$ cat src/rtl/ti_share_skid_stage_if.sv
// Handshake and share bus for ti_share_skid_stage.
// The slave modport is the stage's own view; master is the driving and sampling side.
interface ti_share_skid_stage_if #(
  parameter int SHARE_W = 4,
  parameter int NIBBLES = 16
);
  localparam int POS_W = $clog2(NIBBLES);

  logic               in_valid;
  logic               in_ready;
  logic [SHARE_W-1:0] x1;
  logic [SHARE_W-1:0] x2;
  logic [SHARE_W-1:0] x3;
  logic [2*SHARE_W-1:0] rnd;
  logic               out_valid;
  logic               out_ready;
  logic [SHARE_W-1:0] y1;
  logic [SHARE_W-1:0] y2;
  logic [SHARE_W-1:0] y3;
  logic               out_last;
  logic [POS_W-1:0]   pos;

  modport slave (
    input  in_valid, x1, x2, x3, rnd, out_ready,
    output in_ready, out_valid, y1, y2, y3, out_last, pos
  );

  modport master (
    output in_valid, x1, x2, x3, rnd, out_ready,
    input  in_ready, out_valid, y1, y2, y3, out_last, pos
  );
endinterface

$ cat src/rtl/ti_share_skid_stage.sv
// Registered 3-share skid stage between the PRINCE TI S-box and the affine layer.
// Define REMASK_EN to refresh the shares with rnd as each triple is stored.
module ti_share_skid_stage #(
  parameter int SHARE_W = 4,
  parameter int NIBBLES = 16
) (
  input logic clk,
  input logic rst,
  ti_share_skid_stage_if.slave bus
);
  localparam int POS_W = $clog2(NIBBLES);

  logic [SHARE_W-1:0] main1_q, main2_q, main3_q;
  logic [SHARE_W-1:0] main1_d, main2_d, main3_d;
  logic [SHARE_W-1:0] skid1_q, skid2_q, skid3_q;
  logic [SHARE_W-1:0] skid1_d, skid2_d, skid3_d;
  logic               main_valid_q, main_valid_d;
  logic               skid_valid_q, skid_valid_d;
  logic               in_ready_q;
  logic [POS_W-1:0]   cnt_q, cnt_d;

  logic [SHARE_W-1:0] st1, st2, st3;
  logic               accept, emit;

  // Each share is masked on its own path; no share ever meets another share.
`ifdef REMASK_EN
  logic [SHARE_W-1:0] r1, r2;
  assign r1  = bus.rnd[SHARE_W-1:0];
  assign r2  = bus.rnd[2*SHARE_W-1:SHARE_W];
  assign st1 = bus.x1 ^ r1;
  assign st2 = bus.x2 ^ r2;
  assign st3 = bus.x3 ^ r1 ^ r2;
`else
  assign st1 = bus.x1;
  assign st2 = bus.x2;
  assign st3 = bus.x3;
`endif

  assign accept = bus.in_valid && in_ready_q;
  assign emit   = main_valid_q && bus.out_ready;

  always_comb begin
    main1_d      = main1_q;
    main2_d      = main2_q;
    main3_d      = main3_q;
    skid1_d      = skid1_q;
    skid2_d      = skid2_q;
    skid3_d      = skid3_q;
    main_valid_d = main_valid_q;
    skid_valid_d = skid_valid_q;
    cnt_d        = cnt_q;

    if (emit) begin
      cnt_d = cnt_q + 1'b1;
      if (skid_valid_q) begin
        main1_d      = skid1_q;
        main2_d      = skid2_q;
        main3_d      = skid3_q;
        skid_valid_d = 1'b0;
      end else if (accept) begin
        main1_d = st1;
        main2_d = st2;
        main3_d = st3;
      end else begin
        main_valid_d = 1'b0;
      end
    end else if (accept) begin
      if (!main_valid_q) begin
        main1_d      = st1;
        main2_d      = st2;
        main3_d      = st3;
        main_valid_d = 1'b1;
      end else begin
        skid1_d      = st1;
        skid2_d      = st2;
        skid3_d      = st3;
        skid_valid_d = 1'b1;
      end
    end
  end

  // in_ready is registered from the next skid state so out_ready never reaches it combinationally.
  always_ff @(posedge clk or posedge rst) begin
    if (rst) begin
      main1_q      <= '0;
      main2_q      <= '0;
      main3_q      <= '0;
      skid1_q      <= '0;
      skid2_q      <= '0;
      skid3_q      <= '0;
      main_valid_q <= 1'b0;
      skid_valid_q <= 1'b0;
      in_ready_q   <= 1'b0;
      cnt_q        <= '0;
    end else begin
      main1_q      <= main1_d;
      main2_q      <= main2_d;
      main3_q      <= main3_d;
      skid1_q      <= skid1_d;
      skid2_q      <= skid2_d;
      skid3_q      <= skid3_d;
      main_valid_q <= main_valid_d;
      skid_valid_q <= skid_valid_d;
      in_ready_q   <= !skid_valid_d;
      cnt_q        <= cnt_d;
    end
  end

  assign bus.in_ready  = in_ready_q;
  assign bus.out_valid = main_valid_q;
  assign bus.y1        = main1_q;
  assign bus.y2        = main2_q;
  assign bus.y3        = main3_q;
  assign bus.pos       = cnt_q;
  assign bus.out_last  = main_valid_q && (cnt_q == POS_W'(NIBBLES - 1));
endmodule

$ cat src/flat_wrapper.sv
// flat-port wrapper written by rule: the top's interface ports become plain ports
module ti_share_skid_stage_flat 
#(
  parameter int SHARE_W = 4,
  parameter int NIBBLES = 16
)
  (clk, rst, bus_in_valid, bus_x1, bus_x2, bus_x3, bus_rnd, bus_out_ready, bus_in_ready, bus_out_valid, bus_y1, bus_y2, bus_y3, bus_out_last, bus_pos);
  ti_share_skid_stage_if #(.SHARE_W(SHARE_W), .NIBBLES(NIBBLES)) bus_i ();
  input logic clk;
  input logic rst;
  input wire logic [$bits(bus_i.in_valid)-1:0] bus_in_valid;
  input wire logic [$bits(bus_i.x1)-1:0] bus_x1;
  input wire logic [$bits(bus_i.x2)-1:0] bus_x2;
  input wire logic [$bits(bus_i.x3)-1:0] bus_x3;
  input wire logic [$bits(bus_i.rnd)-1:0] bus_rnd;
  input wire logic [$bits(bus_i.out_ready)-1:0] bus_out_ready;
  output wire logic [$bits(bus_i.in_ready)-1:0] bus_in_ready;
  output wire logic [$bits(bus_i.out_valid)-1:0] bus_out_valid;
  output wire logic [$bits(bus_i.y1)-1:0] bus_y1;
  output wire logic [$bits(bus_i.y2)-1:0] bus_y2;
  output wire logic [$bits(bus_i.y3)-1:0] bus_y3;
  output wire logic [$bits(bus_i.out_last)-1:0] bus_out_last;
  output wire logic [$bits(bus_i.pos)-1:0] bus_pos;
  assign bus_i.in_valid = bus_in_valid;
  assign bus_i.x1 = bus_x1;
  assign bus_i.x2 = bus_x2;
  assign bus_i.x3 = bus_x3;
  assign bus_i.rnd = bus_rnd;
  assign bus_i.out_ready = bus_out_ready;
  assign bus_in_ready = bus_i.in_ready;
  assign bus_out_valid = bus_i.out_valid;
  assign bus_y1 = bus_i.y1;
  assign bus_y2 = bus_i.y2;
  assign bus_y3 = bus_i.y3;
  assign bus_out_last = bus_i.out_last;
  assign bus_pos = bus_i.pos;
  ti_share_skid_stage #(.SHARE_W(SHARE_W), .NIBBLES(NIBBLES)) u_core (.clk(clk), .rst(rst), .bus(bus_i));
endmodule
$ cat config.mk
export PLATFORM = sky130hd
export DESIGN_NAME = ti_share_skid_stage_flat
export DESIGN_NICKNAME = d
export VERILOG_FILES = /design/src/rtl/ti_share_skid_stage_if.sv /design/src/rtl/ti_share_skid_stage.sv /design/src/flat_wrapper.sv
export SDC_FILE = /design/constraint.sdc
export NUM_CORES = 1
export LEC_CHECK = 0
export ABC_AREA = 1
export BUFFER_PORTS_ARGS = -buffer_cell sky130_fd_sc_hd__buf_2
export CAP_MARGIN = 20
export CORE_MARGIN = 1
export CORE_UTILIZATION = 45
export DETAILED_ROUTE_END_ITERATION = 10
export GPL_ROUTABILITY_DRIVEN = 0
export MAX_ROUTING_LAYER = met4
export PLACE_DENSITY = 0.71
export SKIP_LAST_GASP = 1
export SLEW_MARGIN = 20
export SYNTH_ARGS = -nofsm -noshare
export SYNTH_HDL_FRONTEND = slang
export SYNTH_SLANG_ARGS = --single-unit
export TNS_END_PERCENT = 1
$ cat constraint.sdc
create_clock -name clk -period 3.5 [get_ports clk]
set_clock_uncertainty 0.15 [all_clocks]
set_input_delay 0.35 -clock clk [delete_from_list [all_inputs] [get_ports clk]]
set_output_delay 0.35 -clock clk [all_outputs]
set_load 0.03 [all_outputs]
==> qor.csv, run 1 <==
stage,metric,value,unit
floorplanning,die area,3450,um^2
logic_synthesis,Post-Syn Area,1450,um^2
place,Place WS,1670,ps
worst_setup_path,WP data arrival,1540,ps
global_routing,Total GRT Usage,20.5,%
clock_tree,clk sinks,31,
worst_setup_path,CP Max Fanout,19,
drt,number of remaining DRC errors,0,
worst_setup_path,startpoint types,register,
timing,worst hold slack,74.6,ps
logic_synthesis,synthesized instance count,180,
clock_tree,post-cts resize count,0,
clock_tree,hold_buf cts,1,
worst_setup_path,Setup CP Type,reg2out,
place,# port buffers,34,
timing,# setup viols final,0,
logic_synthesis,synthesized flop and latch total,31,
timing,setup tns final,0,ps
clock_tree,postcts setup bufs,0,
place,HPWL reported at the end of detailed placement,1.87,mm
run_status,outcome,completed,
cells_and_area,area grow syn2layout,16.1,%
logic_synthesis,Post-synth EDFFs,0,
timing,RSZ-0062 raised after global routing,false,
cells_and_area,share of layout cells above drive strength 1,22.4,%
clock_tree,CTS buffer count,5,
timing,Tmin final,2040,ps
cells_and_area,ant diodes,0,
drt,drt first pass iters,4,
logic_synthesis,synth top area cells,"dfrtp_1 (54%), nand2_1 (27%), nand4_1 (5.2%)",
timing,fin crit share,58.4,%
logic_synthesis,sequential share of the synthesized area,53.6,%
pwr,P_leak,0.965,nW
job,max-cap violations,0,
floorplanning,Die Y-Extent,58.7,um
logic_synthesis,Mapped Nets,205,
drt,DR vias/cell,4.71,
cells_and_area,Nets,238,
clock_tree,TritonCTS clock tree,yes,
worst_setup_path,CP required,3000,ps
global_routing,total congestion overflow,0,
global_routing,initial antenna violation count,0,
timing,fmax,490,MHz
floorplanning,die width,58.7,um
floorplanning,Placeable Area,3050,um^2
drt,DR WL/cell,11.3,um
timing,max-slew violations,0,
global_routing,vias in the first global route,1097,
timing,Worst-Margin Slew,611,ps
clock_tree,clk slew on worst S/H paths,90,ps
logic_synthesis,Yosys top cell area share,53.6,%
logic_synthesis,Netlist cell types,18,
logic_synthesis,"area leader, netlist",dfrtp_1,
pwr,Design Power,1.56,mW
global_routing,largest net degree at the start of global routing,32,
drt,Vias,1216,
floorplanning,Initial Util,47.4,%
floorplanning,Ports,43,
drt,Iter 0 DRT Violations,45,
pwr,P per Cell Area,928,nW/um^2
logic_synthesis,Syn Area/Cell,8.04,um^2
floorplanning,Rows,20,
hold_path,hold crit path type,in2reg,
timing,final worst setup slack,1460,ps
timing,Slew HR,59.3,%
logic_synthesis,Synth top cells by count,"nand2_1 (105), dfrtp_1 (31), nand4_1 (12)",
logic_synthesis,async set-reset flop share out of synthesis,100,%
timing,Final Hold Violating Endpoints,0,
logic_synthesis,"Warnings, synthesis",0,
worst_setup_path,CP Capture Type,output port,
pwr,peak supply drop,0.000330,V
clock_tree,"Clk Latency, worst-skew pair",340,ps
logic_synthesis,most common cell in the synthesized netlist,nand2_1,
logic_synthesis,Most used DFF post-synth,dfrtp_1,
drt,Total Wirelength,2.91,mm
clock_tree,Root Buffer,clkbuf_4,
clock_tree,clock buffer depth,2,
clock_tree,H-Tree Level Count,2,
drt,Antenna Nets Post-Route,0,
cells_and_area,end-of-flow core utilization,55.0,%
global_routing,first-pass GRT wire length,4.96,mm
[per-layer routing]
metal | GRT usage (%) | routed length, um | up-vias
li1 | - | - | 628
met1 | 23.1 | 1310 | 553
met2 | 33.3 | 1410 | 28
met3 | 4.62 | 128 | 7
met4 | 12.2 | 70 | 0
met5 | - | 0 | -
[flip-flops by register name, indices dropped and copies added, names as in the netlist, 4 cells and up]
signal / flops
u_core.skid3_q: 4
u_core.bus.y2: 4
u_core.bus.y3: 4
u_core.bus.y1: 4
u_core.skid2_q: 4
u_core.bus.pos: 4
u_core.skid1_q: 4
[cell usage in the layout, fill, tap and decap left out, types with 2 or more instances in the layout]
master and count:
inv_2 3, inv_1 4, buf_2 34, clkbuf_8 2, nor2_1 2, nand2_1 105, nand3_1 4, clkbuf_4 5
dfrtp_1 31, nand2_2 2, nand4_1 12
[critical path, stage by stage (launching register included)]
cell,delay [ps]
dfrtp_1,740
nand2_1,110
nor3_1,130
buf_2,220
[path summary, 6_finish.rpt]
check	startpoint	to	slack [ps]	cells after the start
max	u_core.bus.out_valid$_DFFE_PP0P_	bus_out_last	1460	3
min	bus_x2[1]	u_core.skid2_q[1]$_DFFE_PP0P_	70	3
max reg2reg	u_core.bus.out_valid$_DFFE_PP0P_	u_core.bus.y2[0]$_DFFE_PP0P_	1620	5
min reg2reg	u_core.skid1_q[3]$_DFFE_PP0P_	u_core.skid1_q[3]$_DFFE_PP0P_	330	2
max in group asynchronous	rst	u_core.skid_valid_q$_DFF_PP0_	2450	4
min in group asynchronous	rst	u_core.bus.y3[1]$_DFFE_PP0P_	470	4
[cells by family after synthesis]
family | share of synthesized area [%]
simple gates | 36.3
xor+xnor | 1.21
buf+inv | 7.27
fa+ha+maj | 0.865
compound gates | 0.691
flops | 53.6
[stage by stage]
step                instance area [um^2]  cells
floorplan                           1450    180
global placement                    1600    249
detailed placement                  1600    249
CTS                                 1680    258
global route                        1680    258
finish                              1680    258
[area by class of cell]
type	instances	area [um^2]
clock buffers	8	68.8
fillers	315	1370
inverters	7	26.3
multi-input cells	132	566
flip-flops and latches	31	776
well taps	44	55.1
repair buffers	36	188
[power breakdown]
group          switching [mW]  internal, mW  total (mW)
logic                   0.454         0.195       0.649
clock network           0.121         0.118       0.239
registers               0.144         0.527       0.670
total                   0.719         0.840        1.56
Power figures use the tool's default switching activity.
==> inputs of run 2 (changes only) <==
Settings changed: PLACE_DENSITY 0.71 to 0.74.
Clock period 3.5 ns to 1.7 ns, I/O delays scaled along.
==> run 2 against run 1 <==
Net effect:
- first-iteration DRC count rose by 60%
- setup slack got worse by 1300 ps
- design area rose by 11%
- via count rose by 8.5%
- global-route usage rose by 1.9 points
- count of clock-buffer cells in the layout fell by 1
- critical endpoint unchanged
- largest cell class unchanged
==> qor.csv, run 2 (synthesis results as in run 1) <==
stage,metric,value,unit
global_routing,vias in the first global route,1253,
cells_and_area,area grow syn2layout,28.5,%
timing,Final Hold Violating Endpoints,0,
place,# port buffers,34,
timing,Slew HR,68.9,%
drt,drt first pass iters,4,
timing,fin crit share,92.5,%
clock_tree,CTS buffer count,5,
floorplanning,die area,3450,um^2
floorplanning,die width,58.7,um
drt,number of remaining DRC errors,0,
worst_setup_path,crit-path cells,ha_1 > inv_1 > nor3_2 > buf_4,
drt,Vias,1319,
global_routing,Total GRT Usage,22.4,%
timing,setup tns final,0,ps
place,HPWL reported at the end of detailed placement,2.00,mm
clock_tree,H-Tree Level Count,2,
cells_and_area,Nets,259,
timing,Tmin final,1570,ps
cells_and_area,end-of-flow core utilization,60.9,%
cells_and_area,ant diodes,0,
cells_and_area,Fill cells,300,
worst_setup_path,WP data arrival,1250,ps
timing,Worst-Margin Slew,465,ps
cells_and_area,"commonest non-fill, non-tap cell in the layout",nand2_1,
global_routing,total congestion overflow,0,
cells_and_area,share of layout cells above drive strength 1,24.3,%
floorplanning,Initial Util,47.4,%
clock_tree,TritonCTS clock tree,yes,
global_routing,first-pass GRT wire length,5.44,mm
worst_setup_path,startpoint types,register,
pwr,P per Cell Area,1770,nW/um^2
pwr,peak supply drop,0.000751,V
floorplanning,Ports,43,
worst_setup_path,CP Capture Type,output port,
floorplanning,Rows,20,
run_status,outcome,completed,
drt,Iter 0 DRT Violations,72,
cells_and_area,most frequent cells in the layout,"nand2_1 (105), buf_2 (33), dfrtp_1 (30)",
timing,# setup viols final,0,
timing,max-slew violations,0,
timing,fmax,636,MHz
pwr,P_leak,1.05,nW
drt,Total Wirelength,3.11,mm
global_routing,largest net degree at the start of global routing,32,
hold_path,hold crit path type,in2reg,
worst_setup_path,Setup CP Type,reg2out,
worst_setup_path,CP Max Fanout,4,
worst_setup_path,worst path bufs/invs,2,
clock_tree,"Clk Latency, worst-skew pair",330,ps
job,max-cap violations,0,
drt,DR vias/cell,4.73,
clock_tree,clk slew on worst S/H paths,90,ps
clock_tree,clock buffer depth,2,
clock_tree,clk sinks,31,
clock_tree,Root Buffer,clkbuf_4,
worst_setup_path,"slowest stage cell, crit path",dfrtp_1,
worst_setup_path,"Largest stage delay, worst path",390,ps
global_routing,initial antenna violation count,0,
worst_setup_path,Top delay family on crit path,flip-flops,
worst_setup_path,CP required,1380,ps
timing,RSZ-0062 raised after global routing,false,
drt,Antenna Nets Post-Route,0,
floorplanning,Placeable Area,3050,um^2
pwr,Design Power,3.29,mW
drt,DR WL/cell,11.2,um
floorplanning,Die Y-Extent,58.7,um
-- run 2: routing by layer --
metal	global-route usage, %	vias to the layer above	wire (um)	part of all wire, %
li1	-	670	-	-
met1	26.2	614	1410	45
met4	8.16	0	55	1.8
met3	7.25	6	127	4.1
met2	36.1	29	1520	49
met5	-	-	0	0
-- run 2: per-stage QoR --
| step | hold WS, ps | cells | instance area, um^2 | setup WS, ps |
|---|---|---|---|---|
| 5_1_grt | 94.9 | 279 | 1860 | 2.35 |
| 6_report | 101 | 279 | 1860 | 127 |
| 3_5_place_dp | 120 | 254 | 1640 | 153 |
| 3_3_place_gp | 120 | 254 | 1640 | 164 |
| 4_1_cts | 83.3 | 277 | 1840 | 56.3 |
| 2_1_floorplan | 124 | 180 | 1450 | 25.2 |
-- run 2: final timing paths --
kind,from,end,slack [ps],cells past startpoint
setup / recovery,u_core.bus.pos[0]$_DFFE_PP0P_,bus_out_last,130,4
hold / removal,bus_out_ready,u_core.bus.out_valid$_DFFE_PP0P_,100,4
setup reg to reg,u_core.bus.out_valid$_DFFE_PP0P_,u_core.bus.y2[2]$_DFFE_PP0P_,240,6
hold reg to reg,u_core.bus.y3[1]$_DFFE_PP0P_,u_core.bus.y3[1]$_DFFE_PP0P_,330,2
max in group asynchronous,rst,u_core.bus.out_valid$_DFFE_PP0P_,810,4
min in group asynchronous,rst,u_core.bus.y1[2]$_DFFE_PP0P_,290,4
-- run 2: power breakdown --
part	switching (mW)	internal, mW	total (mW)
sequential	0.200	1.09	1.29
clock	0.246	0.161	0.407
combinational	1.07	0.516	1.59
total	1.52	1.77	3.29
-- run 2: worst register-to-register path, delay by kind of cell (launching register included) --
family / cells / cell delay, ps
simple gates: 5 / 700
buf+inv: 1 / 160
flops: 1 / 370
-- run 2: final cells by class --
cell class	count	area, um^2	share of cell area [%]
Clock inverter	1	5.00	0.269
Inverter	7	26.3	1.41
Sequential cell	31	777	41.8
Clock buffer	7	45.0	2.42
Tap cell	44	55.1	2.96
Multi-Input combinational cell	132	571	30.7
Timing Repair Buffer	57	380	20.5
-- run 2: repair_timing --
action | in CTS | in global routing
hold buffers | 14 | 0
hold endpoints to repair | 55 | 0
endpoints found under the setup margin | 1 | 1
buffers inserted | 1 | 2
resized for setup | 1 | 2
